==> src/rtl/vram_scan_arbiter.sv <==
// One single-port video RAM shared by raster scanout and a host port.
// Scanout words are prefetched into a small FIFO ahead of the beam; the host gets the leftover cycles.
module vram_scan_arbiter #(
    parameter int ADDR_W       = 15,
    parameter int DATA_W       = 16,
    parameter int PIX_PER_WORD = 16,
    parameter int FIFO_DEPTH   = 4,
    parameter int LOW_WATER    = 2,
    parameter int H_ACTIVE     = 640,
    parameter int V_ACTIVE     = 480
) (
    input  logic              clk,
    input  logic              reset,
    input  logic [9:0]        x,
    input  logic [8:0]        y,
    output logic              pixel,
    output logic              underflow,
    input  logic              hostReq,
    input  logic              hostWe,
    input  logic [ADDR_W-1:0] hostAddr,
    input  logic [DATA_W-1:0] hostWdata,
    output logic              hostAck,
    output logic [DATA_W-1:0] hostRdata,
    output logic              memEn,
    output logic              memWe,
    output logic [ADDR_W-1:0] memAddr,
    output logic [DATA_W-1:0] memWdata,
    input  logic [DATA_W-1:0] memRdata
);
    localparam int FRAME_WORDS = H_ACTIVE * V_ACTIVE / PIX_PER_WORD;
    localparam int PTR_W       = $clog2(FIFO_DEPTH);
    localparam int CNT_W       = PTR_W + 1;
    localparam int SUB_W       = $clog2(PIX_PER_WORD);

    localparam logic [ADDR_W-1:0] FRAME_END = ADDR_W'(FRAME_WORDS);
    localparam logic [CNT_W:0]    DEPTH_LVL = (CNT_W + 1)'(FIFO_DEPTH);
    localparam logic [CNT_W:0]    LOW_LVL   = (CNT_W + 1)'(LOW_WATER);

    logic [DATA_W-1:0] fifo_mem [FIFO_DEPTH];
    logic [PTR_W-1:0]  wr_ptr;
    logic [PTR_W-1:0]  rd_ptr;
    logic [CNT_W-1:0]  count;
    logic [ADDR_W-1:0] fetch_addr;
    logic [DATA_W-1:0] shreg;
    logic [DATA_W-1:0] head;
    logic [DATA_W-1:0] rdata_hold;
    logic              vld_p0;
    logic              vld_p1;
    logic              host_p0;
    logic              ack_rd;

    logic [CNT_W:0]    level;
    logic              restart;
    logic              visible;
    logic              pop_point;
    logic              pop;
    logic              push;
    logic              video_ok;
    logic              host_ok;
    logic              grant_vid;
    logic              grant_host;

    assign head      = fifo_mem[rd_ptr];
    // Reads already issued but not yet pushed still reserve a FIFO slot.
    assign level     = {1'b0, count} + (CNT_W + 1)'(vld_p0) + (CNT_W + 1)'(vld_p1);
    assign restart   = (x == 10'd0) && (y == 9'(V_ACTIVE));
    assign visible   = (x < 10'(H_ACTIVE)) && (y < 9'(V_ACTIVE));
    assign pop_point = visible && (x[SUB_W-1:0] == '0);
    assign pop       = pop_point && (count != '0);
    assign push      = vld_p1 && !restart;

    assign video_ok   = !restart && (fetch_addr < FRAME_END) && (level < DEPTH_LVL);
    assign host_ok    = hostReq && !host_p0 && !hostAck;
    assign grant_vid  = video_ok && ((level < LOW_LVL) || !host_ok);
    assign grant_host = host_ok && !grant_vid;

    // Read data is only present on memRdata during the ack cycle; the hold register keeps it afterwards.
    assign hostRdata = ack_rd ? memRdata : rdata_hold;

    always_ff @(posedge clk or posedge reset) begin
        if (reset) begin
            pixel      <= 1'b0;
            underflow  <= 1'b0;
            hostAck    <= 1'b0;
            ack_rd     <= 1'b0;
            rdata_hold <= '0;
            memEn      <= 1'b0;
            memWe      <= 1'b0;
            memAddr    <= '0;
            memWdata   <= '0;
            wr_ptr     <= '0;
            rd_ptr     <= '0;
            count      <= '0;
            fetch_addr <= '0;
            vld_p0     <= 1'b0;
            vld_p1     <= 1'b0;
            host_p0    <= 1'b0;
        end else begin
            // p0: access on the memory pins
            memEn   <= grant_vid || grant_host;
            memWe   <= grant_host && hostWe;
            vld_p0  <= grant_vid;
            host_p0 <= grant_host;
            if (grant_vid) begin
                memAddr <= fetch_addr;
            end else if (grant_host) begin
                memAddr  <= hostAddr;
                memWdata <= hostWdata;
            end

            // p1: memRdata valid, pushed or acked
            vld_p1  <= vld_p0 && !restart;
            hostAck <= host_p0;
            ack_rd  <= host_p0 && !memWe;
            if (ack_rd) begin
                rdata_hold <= memRdata;
            end

            if (restart) begin
                fetch_addr <= '0;
                wr_ptr     <= '0;
                rd_ptr     <= '0;
                count      <= '0;
                underflow  <= 1'b0;
            end else begin
                if (grant_vid) fetch_addr <= fetch_addr + ADDR_W'(1);
                if (push)      wr_ptr     <= wr_ptr + PTR_W'(1);
                if (pop)       rd_ptr     <= rd_ptr + PTR_W'(1);
                count <= count + CNT_W'(push) - CNT_W'(pop);
                if (pop_point && !pop) underflow <= 1'b1;
            end

            if (pop_point) begin
                pixel <= pop ? head[0] : 1'b0;
            end else if (visible) begin
                pixel <= shreg[0];
            end else begin
                pixel <= 1'b0;
            end
        end
    end

    always_ff @(posedge clk) begin
        if (push) begin
            fifo_mem[wr_ptr] <= memRdata;
        end
        if (pop_point) begin
            shreg <= pop ? (head >> 1) : '0;
        end else if (visible) begin
            shreg <= shreg >> 1;
        end
    end

endmodule
==> config.mk <==
export PLATFORM = sky130hd
export DESIGN_NAME = vram_scan_arbiter
export DESIGN_NICKNAME = d
export VERILOG_FILES = /design/src/rtl/vram_scan_arbiter.sv
export SDC_FILE = /design/constraint.sdc
export NUM_CORES = 1
export LEC_CHECK = 0
export BUFFER_PORTS_ARGS = -buffer_cell sky130_fd_sc_hd__buf_2
export CAP_MARGIN = 40
export CORE_ASPECT_RATIO = 1.4
export CORE_UTILIZATION = 50
export CTS_CLUSTER_DIAMETER = 150
export DETAILED_ROUTE_END_ITERATION = 8
export PLACE_DENSITY = 0.84
export REMOVE_ABC_BUFFERS = 1
export SLEW_MARGIN = 20
export SYNTH_ARGS = -nofsm -noshare
export SYNTH_HDL_FRONTEND = slang
export SYNTH_SLANG_ARGS = --single-unit
==> constraint.sdc <==
create_clock -name clk -period 2.55 [get_ports clk]
set_input_delay 0.1275 -clock clk [delete_from_list [all_inputs] [get_ports clk]]
set_output_delay 0.1275 -clock clk [all_outputs]
set_load 0.02 [all_outputs]
==> flow_summary.json <==
{
  "rsz0062_at_grt": "true",
  "setup.worst_path.class": "flop to flop",
  "globalRouteTotalUtil": 0.223,
  "vias": 4178,
  "grt_pass1_wl_mm": 22.5,
  "setup_tns_ps": 0,
  "ys_top_cells_by_area": "edfxtp_1, dfrtp_1, mux4_2, mux2_2, mux2i_1",
  "tightest_slew_ps": 802,
  "max_freq_mhz": 406,
  "synthDistinctLibCells": 45,
  "cts_tree": "done",
  "cts_buffers": 17,
  "grt_antenna_before_repair": 0,
  "core_sq_mm": 0.0128,
  "synth_edf_count": 79,
  "syn_area_sq_mm": 0.00651,
  "die_w_um": 98.4,
  "final.min_clock_period_ps": 2460,
  "yosysWarnings": 0,
  "synth_flop_cell": "edfxtp_1",
  "ys_async_sr_fraction": 0.497,
  "drt_wl_total_mm": 14.3,
  "vias_per_cell": 5.52,
  "violations": "design-rule violations",
  "crit_required_ps": 2840,
  "antenna_cells": 0,
  "clk_path_buf_depth": 2,
  "critPathLaunchType": "flop",
  "die_y_um": 137,
  "syn_avg_cell_area_sq_um": 16.0,
  "nNetsFinal": 672,
  "hold_violations": 0,
  "drcViolationCount": 1,
  "slew_viol_final": 0,
  "die_area_sq_mm": 0.0135,
  "firstDrtPassIters": 8,
  "drive_gt1_frac": 0.396,
  "grt-ovfl-total": 0,
  "max-slew-margin-rel": 0.465,
  "grt_pass1_vias": 4439,
  "rows": 49,
  "initial_utilization": 0.510,
  "path_clk_slew_ps": 60,
  "hold_class": "primary input to flop",
  "drtAntennaViolNets": 0,
  "p_per_area_mw_per_mm2": 856,
  "pre_cts_ws_ps": -110,
  "wl_per_cell_um": 18.9,
  "synthMostInstantiatedCell": "edfxtp_1",
  "synth_seq_cells": 157,
  "maxCapViolCount": 0,
  "clockRootBuffer": "clkbuf_16",
  "yosysSeqAreaShare": 0.664,
  "setup_viol": 0,
  "ys_top_cells_by_count": "edfxtp_1, dfrtp_1, mux2_2, nand3_1, nor2_1",
  "synthCells": 408,
  "grt_max_degree": 46,
  "yosys.area.top_type": "edfxtp_1",
  "cts_max_level": 4,
  "place_congestion": 0.820,
  "cp-end-kind": "flop",
  "drt_iter0_markers": 254,
  "cellLeakagePower_nw": 3.42,
  "reg2reg_from": "count[0]",
  "boundaryPins": 122,
  "outcome": "finished with violations",
  "synth_top_area_share": 0.364,
  "syn_to_final_growth_pct": 30.7,
  "ir_worst_vdd_mv": 0.514,
  "hpwl_mm": 9.06,
  "crit_start": "count[0]",
  "finish.instance_area_sq_mm": 0.00851,
  "finalClockSkew_ps": 8.30,
  "hp-start": "hostAddr[9]",
  "fin_ws_ps": 89.1,
  "cts_sinks": 157,
  "clkLatencyLatePin_ps": 410,
  "portBuffers": 121,
  "place_area_sq_mm": 0.00737,
  "critPathMaxFanout": 15,
  "timing.final.crit_share": 0.965,
  "arrival_ps": 2750
}
## kinds of logic (layout without fill, tap and decap cells)
group	count (synthesis)	count (layout)	share of synthesized area
AOI/OAI and AO/OA	41	41	0.0461
xor gates and xnor gates	17	17	0.0229
adders and majority gates	11	11	0.0223
buffers and inverters	26	222	0.0196
DFF	157	157	0.664
muxes	64	64	0.140
and+or+nand+nor	92	92	0.0850
## what timing repair did
item / 4_1_cts / 5_1_grt
buffers inserted: 1 / 0
pin swaps: 1 / 0
hold buffers: 38 / 0
endpoints found under the hold margin: 128 / 0
resized for setup: 1 / 5
setup endpoints to repair: 17 / 24
## critical path: stages (launching register included)
cell and delay, ps:
dfrtp_1 400, ha_1 300, a21o_1 200, ha_1 190
xor2_1 140, a221o_1 370, buf_6 210, nor4_1 330
xnor2_1 160, nor2_1 50
## report_power, final
part / internal (mW) / total [mW] / switching, mW
registers: 2.94 / 3.14 / 0.205
clock network: 1.73 / 2.67 / 0.944
logic: 0.735 / 1.47 / 0.732
## cell type report
class                   count  area (sq um)
inverters                   5          20.0
well taps                 153           191
fillers                   879          4250
repair buffers            185          1250
clock buffers              19           433
multi-input cells         225          2090
clock inverters            13           198
flip-flops and latches    157          4320
## routing by layer
metal | routed length, um | track usage | up-vias | part of all wire
li1 | - | - | 1908 | -
met1 | 5500 | 0.251 | 2112 | 0.39
met2 | 7870 | 0.406 | 132 | 0.55
met3 | 568 | 0.0516 | 26 | 0.040
met4 | 335 | 0.0970 | 0 | 0.023
met5 | 0 | 0 | - | 0
## through the flow
stage                     std cells  hold WS [ps]   util  power (mW)
final                           757          13.4  0.667        7.28
after detailed placement        681           299  0.578        4.60
after global routing            757          19.9  0.667        7.57
after global placement          681           269  0.578        4.53
after floorplan                 387           226      -        4.07
after CTS                       752          3.80  0.659        7.34
## sequential cells by signal, indices dropped and copies added (netlist names), 2 cells and up
| name | count |
|---|---|
| fifo_mem | 64 |
| fetch_addr | 15 |
| memWdata | 16 |
| rdata_hold | 16 |
| count | 3 |
| rd_ptr | 2 |
| shreg | 15 |
| memAddr | 15 |
| wr_ptr | 2 |
## layout by cell type, fill, tap and decap left out, types with 5 or more instances in the layout
master / n
mux2_4: 8
and2_1: 5
mux2_2: 24
dlygate4sd3_1: 38
and3_1: 6
xnor2_1: 16
edfxtp_1: 79
nand2_1: 8
nor4_1: 5
dfrtp_1: 78
mux4_2: 16
mux2i_1: 16
clkinv_2: 5
clkbuf_16: 17
buf_2: 121
nand3_1: 22
ha_1: 10
nor4_2: 6
nor2_1: 20
buf_4: 17
bufinv_16: 5
o21ai_0: 17
a22o_1: 14
## final timing paths
kind | slack [ps] | cells after the start | to
setup / recovery | 90 | 9 | fetch_addr[13]
hold / removal | 10 | 3 | memAddr[9]
setup reg to reg | 90 | 9 | fetch_addr[13]
hold reg to reg | 410 | 1 | ack_rd
max in group asynchronous | 1630 | 5 | fetch_addr[13]
min in group asynchronous | 160 | 3 | memWdata[1]
No activity file was read; power rests on OpenSTA's default activity.
